[src/rtl/wb_pipe.sv]
// wb_pipe: single-entry writeback stage. Aligns and extends load data,
// flags misaligned loads, and drives the register-file write port and
// retire/exception pulses from one held entry.
// Optional feature macro: WB_INSTRET_EN adds a 64-bit retired-instruction
// counter on w_instret_o.
module wb_pipe #(
  parameter int XLEN    = 64,
  parameter int RADDR_W = 5
) (
  input  logic               clk,
  input  logic               rst,
  input  logic               w_valid_i,
  output logic               w_ready_o,
  input  logic               w_stall_i,
  input  logic               w_flush_i,
  input  logic [XLEN-1:0]    w_pc_i,
  input  logic [XLEN-1:0]    w_alu_result_i,
  input  logic [XLEN-1:0]    w_mem_rdata_i,
  input  logic [2:0]         w_mem_size_i,
  input  logic               w_reg_mux_i,
  input  logic               w_reg_wen_i,
  input  logic [RADDR_W-1:0] w_reg_waddr_i,
  output logic               w_reg_wen_o,
  output logic [RADDR_W-1:0] w_reg_waddr_o,
  output logic [XLEN-1:0]    w_reg_wdata_o,
  output logic [XLEN-1:0]    w_pc_o,
  output logic               w_retire_o,
  output logic               w_exc_o
`ifdef WB_INSTRET_EN
  ,
  output logic [63:0]        w_instret_o
`endif
);

  // Shift the addressed lane down to bit 0, then extend by load type.
  // ld (and the unused 111 encoding) passes the word through on a 64-bit
  // datapath; on a 32-bit datapath ld and lwu collapse onto lw.
  function automatic logic [XLEN-1:0] load_ext(input logic [XLEN-1:0] rdata,
                                               input logic [2:0]      off,
                                               input logic [2:0]      size);
    logic [XLEN-1:0]    lane;
    logic signed [7:0]  b;
    logic signed [15:0] h;
    logic signed [31:0] w;
    lane = rdata >> {off, 3'b000};
    b    = lane[7:0];
    h    = lane[15:0];
    w    = lane[31:0];
    case (size)
      3'b000:  load_ext = XLEN'(b);
      3'b001:  load_ext = XLEN'(h);
      3'b010:  load_ext = XLEN'(w);
      3'b100:  load_ext = XLEN'(lane[7:0]);
      3'b101:  load_ext = XLEN'(lane[15:0]);
      3'b110:  load_ext = XLEN'(lane[31:0]);
      default: begin
        if (XLEN == 64) load_ext = rdata;
        else            load_ext = XLEN'(w);
      end
    endcase
  endfunction

  // Natural-alignment check; on a 32-bit datapath off[2] is always 0, so the
  // doubleword case reduces to the word case.
  function automatic logic misaligned(input logic [2:0] off,
                                      input logic [2:0] size);
    case (size[1:0])
      2'b01:   misaligned = off[0];
      2'b10:   misaligned = (off[1:0] != 2'b00);
      2'b11:   misaligned = (off != 3'b000);
      default: misaligned = 1'b0;
    endcase
  endfunction

  // ---- stage p0: incoming instruction, data formatting ----
  logic [2:0]      off_p0;
  logic [XLEN-1:0] wdata_p0;
  logic            exc_p0;
  logic            accept_p0;

  assign off_p0    = (XLEN == 64) ? w_alu_result_i[2:0] : {1'b0, w_alu_result_i[1:0]};
  assign accept_p0 = w_valid_i && w_ready_o && !w_flush_i;

  // Select write data and exception flag for the incoming instruction
  always_comb begin
    wdata_p0 = w_alu_result_i;
    exc_p0   = 1'b0;
    if (w_reg_mux_i) begin
      wdata_p0 = load_ext(w_mem_rdata_i, off_p0, w_mem_size_i);
      exc_p0   = misaligned(off_p0, w_mem_size_i);
    end
  end

  // ---- stage p1: held entry, commit ----
  logic               vld_p1;
  logic [XLEN-1:0]    pc_p1;
  logic [XLEN-1:0]    wdata_p1;
  logic [RADDR_W-1:0] waddr_p1;
  logic               wen_p1;
  logic               exc_p1;
  logic               commit_p1;

  // The slot is free to refill whenever it is empty or committing this cycle;
  // a flush only ever kills the instruction being offered, never the held one.
  always_ff @(posedge clk or posedge rst) begin
    if (rst) begin
      vld_p1   <= 1'b0;
      pc_p1    <= '0;
      wdata_p1 <= '0;
      waddr_p1 <= '0;
      wen_p1   <= 1'b0;
      exc_p1   <= 1'b0;
    end else if (w_ready_o) begin
      vld_p1 <= w_valid_i && !w_flush_i;
      if (accept_p0) begin
        pc_p1    <= w_pc_i;
        wdata_p1 <= wdata_p0;
        waddr_p1 <= w_reg_waddr_i;
        wen_p1   <= w_reg_wen_i;
        exc_p1   <= exc_p0;
      end
    end
  end

  assign w_ready_o     = !(vld_p1 && w_stall_i);
  assign commit_p1     = vld_p1 && !w_stall_i;
  assign w_reg_wen_o   = commit_p1 && wen_p1 && !exc_p1 && (waddr_p1 != '0);
  assign w_retire_o    = commit_p1 && !exc_p1;
  assign w_exc_o       = commit_p1 && exc_p1;
  assign w_reg_waddr_o = waddr_p1;
  assign w_reg_wdata_o = wdata_p1;
  assign w_pc_o        = pc_p1;

`ifdef WB_INSTRET_EN
  logic [63:0] instret_q;

  // Count retired instructions; wraps naturally from all-ones to zero
  always_ff @(posedge clk or posedge rst) begin
    if (rst)             instret_q <= '0;
    else if (w_retire_o) instret_q <= instret_q + 64'd1;
  end

  assign w_instret_o = instret_q;
`endif

endmodule
[config.mk]
export PLATFORM = sky130hd
export DESIGN_NAME = wb_pipe
export DESIGN_NICKNAME = d
export VERILOG_FILES = /design/src/rtl/wb_pipe.sv
export SDC_FILE = /design/constraint.sdc
export NUM_CORES = 1
export LEC_CHECK = 0
export CAP_MARGIN = 15
export CORE_AREA = 2 2 133 160
export DETAILED_ROUTE_END_ITERATION = 8
export DIE_AREA = 0 0 135 162
export DONT_BUFFER_PORTS = 1
export PLACE_DENSITY = 0.65
export SYNTH_ARGS = -nofsm -noshare
export SYNTH_HDL_FRONTEND = slang
export SYNTH_SLANG_ARGS = --single-unit
[constraint.sdc]
create_clock -name clk -period 4.45 [get_ports clk]
set_input_delay 0.2225 -clock clk [delete_from_list [all_inputs] [get_ports clk]]
set_output_delay 0.2225 -clock clk [all_outputs]
set_load 0.02 [all_outputs]
### Yosys cells after proc, flatten, opt, wreduce, memory -nomap -nowiden

Cells that the tools add are included.

* flip-flop bits (word level): 136
* latch bits: 0
* memory bits (writable): 0
* bits in read-only memories: 0
* input port bits: 207
* output and inout bits: 137
* logic and storage cells: 39
* memories kept: 0

* $add $sub $neg: 0
* multiply operators: 0
* div/mod/pow operators: 0
* order comparisons: 0
* eq/ne operators: 8
* shifts and indexed selects: 1
* multiplexer cells: 4
* bitwise operators: 1
* reduce and logical (&&, ||, !) cells: 19

Operator list (count)
* $pmux W64 S6: 1
* $mux W64: 1
* $shr A64 B6 Y32: 1
* $logic_and A1 B1 Y1: 10
* $eq A3 B3 Y1 const B: 3
* $reduce_bool A5 Y1: 1
* $eq A2 B2 Y1 const B: 2
* $logic_not A1 Y1: 4
* $eq A3 B1 Y1 const B: 1
* $eq A3 B2 Y1 const B: 1
* $logic_not A3 Y1: 1
* $pmux W1 S3: 1
* $reduce_bool A3 Y1: 1
* $eq A2 B1 Y1 const B: 1
* $reduce_and A2 Y1: 1
* $reduce_bool A2 Y1: 1
* $mux W1: 1
* $not A1 Y1: 1

### Longest topological paths before layout

* depth in word-level cells: 5
* gate-level depth with buffers: 8
* mapped depth without buffers: 5

### Worst setup path after synthesis

No wires, ideal clock.

* path type: reg2reg
* start point: register vld_p1
* end point: register wdata_p1[23] (netlist: w_reg_wdata_o[23])
* setup time: 0.087 ns
* data arrival time: 1.688 ns
* path slack: 2.675 ns
* stages on the path, launching flop included: 8
* buffers on the path: 2
* clock period less this slack: 1.775 ns
* path through: dfrtp_1 > nand2_1 > and3_1 > and2_1 > clkbuf_1 > clkbuf_1 > o221ai_1 > o211ai_1

* longest elaborated chain between the ends: 5
* elaborated cells on any way between the ends: 6
* classes of those cells: bitwise (1); reduce/logical (5)

RTL lines
* from (decl): RTL line 95 `logic vld_p1;`
* from (signal assigned): RTL line 114 `vld_p1 <= w_valid_i && !w_flush_i;`
* $logic_and A1 B1 Y1: RTL line 125 `assign w_ready_o = !(vld_p1 && w_stall_i);`
* $logic_not A1 Y1: RTL line 125
* via w_ready_o: RTL line 13 `output logic w_ready_o,`
* $logic_and A1 B1 Y1 (2 in series): RTL line 82 `assign accept_p0 = w_valid_i && w_ready_o && !w_flush_i;`
* $reduce_and A2 Y1 (no line)
* to (signal assigned): RTL line 117 `wdata_p1 <= wdata_p0;`
* to (decl): RTL line 97 `logic [XLEN-1:0] wdata_p1;`

The timed path passes the listed nets, and every way through them passes these cells.
A chain may end at the register's enable or synchronous reset.

### Final worst setup path

* start point: register exc_p1
* end point: output w_reg_wen_o

* longest elaborated chain between the ends: 3

RTL lines
* from (decl): RTL line 100 `logic exc_p1;`
* from (signal assigned): RTL line 120 `exc_p1 <= exc_p0;`
* $logic_not A1 Y1: RTL line 127 `assign w_reg_wen_o = commit_p1 && wen_p1 && !exc_p1 && (waddr_p1 != '0);`
* $logic_and A1 B1 Y1 (2 in series): RTL line 127
* to (decl): RTL line 23 `output logic w_reg_wen_o,`

No other way between the ends.

==> flow_summary_export.csv <==
group,metric,value,unit
run_status,status,"finished, final reports clean",
clocking,cts_tree,"yes",
sta,setup_viol_count_final,0,
sta,rsz0062_at_grt,"false",
power,p_comb_frac,0.148,
clocking,cts_buffers,17,
sta,period_share,0.5480,
grt,antenna_found_initial,10,
placement,hpwlAfterDp,20.19,mm
layout,fillerInstances,1907,
logic_synthesis,avgSynthCellArea,8.657,µm²
power,p_int,2.591,mW
clocking,post-cts-setup-buffers,0,
clocking,clock_path_buffers,2,
placement,pre_cts_ws,1.950,ns
sta,finalWorstSetupSlack,2.011,ns
placement,globalplace.congestion,0.8503,
placement,place_area,0.008026,mm²
grt,grtUsageTotal,0.2558,
clocking,htreeDepth,4,
hold_path,hold_class,"input port to register",
detailed_routing,ant_nets,0,
power,power.share.sequential,0.478,
sta,finClkSkew,0.01073,ns
logic_synthesis,syn-num-nets,1130,
sta,timing_hold_violations_final,0,
clocking,root_buffer,"clkbuf_16",
logic_synthesis,yosys_warnings,0,
detailed_routing,routed_wl,28.74,mm
sta,tightest_slew,1.098,ns
logic_synthesis,synth_top_area_frac,0.4259,
clocking,cts_resized,0,
logic_synthesis,synthTopCellsByArea,"dfrtp_1 (43%), nand2_1 (12%), mux2i_1 (6.6%)",
clocking,clkTransAtPathRegs,0.06,ns
setup_path,start_kind,"register",
floorplanning,die_h,162,µm
logic_synthesis,ys_types,49,
logic_synthesis,yosysSeqAreaShare,0.4259,
grt,first_global_vias,7228,
detailed_routing,num_vias,7290,
setup_path,critPathBufInv,0,
sta,fin_tns_setup,0,ns
grt,grt_max_degree,98,
setup_path,crit_path_max_fanout,3,
layout,syn_to_final_growth,21.20,%
power,switching_share,0.3479,
detailed_routing,drt_iter0_markers,646,
logic_synthesis,synthesis.area,0.007990,mm²
grt,grt_pass1_wl,42.69,mm
power,vdd.ir_drop.worst,0.2376,mV
logic_synthesis,ys.flop_type,"dfrtp_1",
detailed_routing,post_drt_wl_per_cell,22.94,µm
floorplanning,die_area,0.02187,mm²
placement,portBuffers,0,
layout,drive_above_1_share,0.1017,
sta,max_slew_margin,0.2666,
sta,period_needed,2.439,ns
setup_path,worstPathCellList,"nor3b_1 -> o311a_1",
detailed_routing,drc_errors,0,
setup_path,crit_family,"simple AND/OR/NAND/NOR gates",
logic_synthesis,synth_async_sr_flop_share,1.000,
sta,slew_violations,0,
grt,overflow,0,
logic_synthesis,yosys.area.top_type,"dfrtp_1",
clocking,cts_sinks,136,
sta,hold_ws,0.02208,ns
detailed_routing,viasPerCell,5.818,
detailed_routing,first_pass_iters,5,
setup_path,critPathCaptureType,"primary output",
setup_path,critical-path-max-stage-delay,0.90,ns
flow_run,drv_cap,0,
logic_synthesis,synthCells,923,
clocking,clk_latency,0.42,ns
logic_synthesis,synth_edf_count,0,
setup_path,critPathSlowestCell,"nor3b_1",
floorplanning,core_area,0.02025,mm²
sta,max_freq,410.1,MHz
power,power,3.973,mW
layout,final_nets,1177,
power,leakagePower,4.167,nW
floorplanning,rows,57,
setup_path,crit_arrival,2.22,ns
floorplanning,pin_count,344,
setup_path,required,4.23,ns
floorplanning,initial_utilization,0.3945,
logic_synthesis,ys_seq_elements,136,
layout,final_area,0.009684,mm²
power,power_density,410.3,mW/mm²
power,clock_power_share,0.375,
setup_path,crit_type,"register to primary output",
floorplanning,die-width,135,µm
power,power_switching,1.382,mW
worst reg2reg max path: cells and delay by family (launching register included):
family | cells | cell delay [ns]
AND/OR/NAND/NOR | 3 | 0.95
buffers and inverters | 1 | 0.55
AO/OA/AOI/OAI | 2 | 0.35
flip-flops | 1 | 0.42
metal layers:
layer  GRT usage  up-vias  part of all wire
met2      0.4370      407              0.49
met4     0.09564       10             0.035
met1      0.2829     3489              0.37
met3      0.1083       66              0.11
met5           0        -            0.0026
li1            -     3318                 -
cell usage after synthesis (8+ instances only):
library cell / count
nand2_1: 265
nor2b_1: 18
clkbuf_1: 49
dfrtp_1: 136
mux4_2: 8
nor2_1: 28
mux2_2: 15
a21oi_2: 30
o21ai_0: 59
buf_1: 11
mux2i_1: 53
nor3b_1: 24
a21oi_1: 51
a31oi_1: 8
and2_1: 11
o211ai_1: 32
buf_2: 10
or3_1: 40
stage by stage:
stage / instances / util
after global routing: 1250 / 0.4778
after detailed placement: 1114 / 0.3963
after global placement: 1114 / 0.3963
final: 1253 / 0.4781
after CTS: 1248 / 0.4775
after floorplan: 923 / -
flip-flops by register name, indices dropped and copies added, names as in the netlist:
signal and count:
w_reg_waddr_o 5, wen_p1 1, vld_p1 1, w_pc_o 64, w_reg_wdata_o 64, exc_p1 1
path summary, 6_finish.rpt:
check	startpoint	end	slack (ns)	cells past startpoint
max	exc_p1$_DFFE_PP0P_	w_reg_wen_o	2.01	2
min	w_valid_i	vld_p1$_DFFE_PP0N_	0.02	2
max reg2reg	vld_p1$_DFFE_PP0N_	w_reg_wdata_o[19]$_DFFE_PP0P_	2.03	6
min reg2reg	wen_p1$_DFFE_PP0P_	wen_p1$_DFFE_PP0P_	0.49	2
max in group asynchronous	rst	w_pc_o[40]$_DFFE_PP0P_	2.89	3
min in group asynchronous	rst	w_pc_o[33]$_DFFE_PP0P_	0.50	2
cells by family (layout without fill, tap and decap cells):
group,Yosys count,in the layout,synth area share
buffers and inverters,84,144,0.04760
AOI/OAI and AO/OA,223,223,0.1834
DFF,136,136,0.4259
and+or+nand+nor,401,401,0.2286
xor gates and xnor gates,1,1,0.001096
other,0,5,0
muxes,78,78,0.1134
power by group through the flow:
stage                     logic (mW)  registers (mW)  clock network [mW]
after floorplan                0.461            1.84                   0
after global placement         0.496            1.91                   0
after detailed placement       0.513            1.92                   0
after CTS                      0.590            1.90                1.52
after global routing           0.663            1.92                1.59
final                          0.587            1.90                1.49
layout make-up:
type	instances	area, µm²	share of cell area
clock buffers	17	425.4	0.04393
diodes	5	12.51	0.001292
well taps	265	331.6	0.03424
repair buffers	108	1066	0.1101
inverters	4	20.02	0.002067
flip-flops and latches	136	3403	0.3514
clock inverters	15	198.9	0.02054
multi-input cells	703	4227	0.4364
cells in the final DEF, fill, tap and decap left out, types with 3 or more instances in the layout:
cell,synthesis,final
a31oi_1,8,8
a21oi_1,51,50
nor3b_1,24,24
nand3_1,3,3
nand2b_1,3,3
nor2b_1,18,18
inv_6,0,7
buf_4,6,6
a2111oi_0,7,7
clkbuf_16,0,17
dfrtp_1,136,136
a22o_1,4,4
inv_1,4,3
nor2_1,28,28
o21ai_0,59,59
nand2_1,265,264
mux4_2,8,8
mux2i_1,53,53
o31ai_1,7,7
dlygate4sd3_1,0,102
mux2_2,15,15
a211oi_1,7,7
or3_1,40,40
a21oi_2,30,30
diode_2,0,5
a2bb2oi_1,7,7
o211ai_1,32,32
inv_8,0,4
and2_1,11,10
what timing repair did:
| item | 4_1_cts | 5_1_grt |
|---|---|---|
| hold buffers | 102 | 0 |
| endpoints found under the setup margin | 0 | 0 |
| hold endpoints to repair | 197 | 0 |
Power figures use the tool's default switching activity.
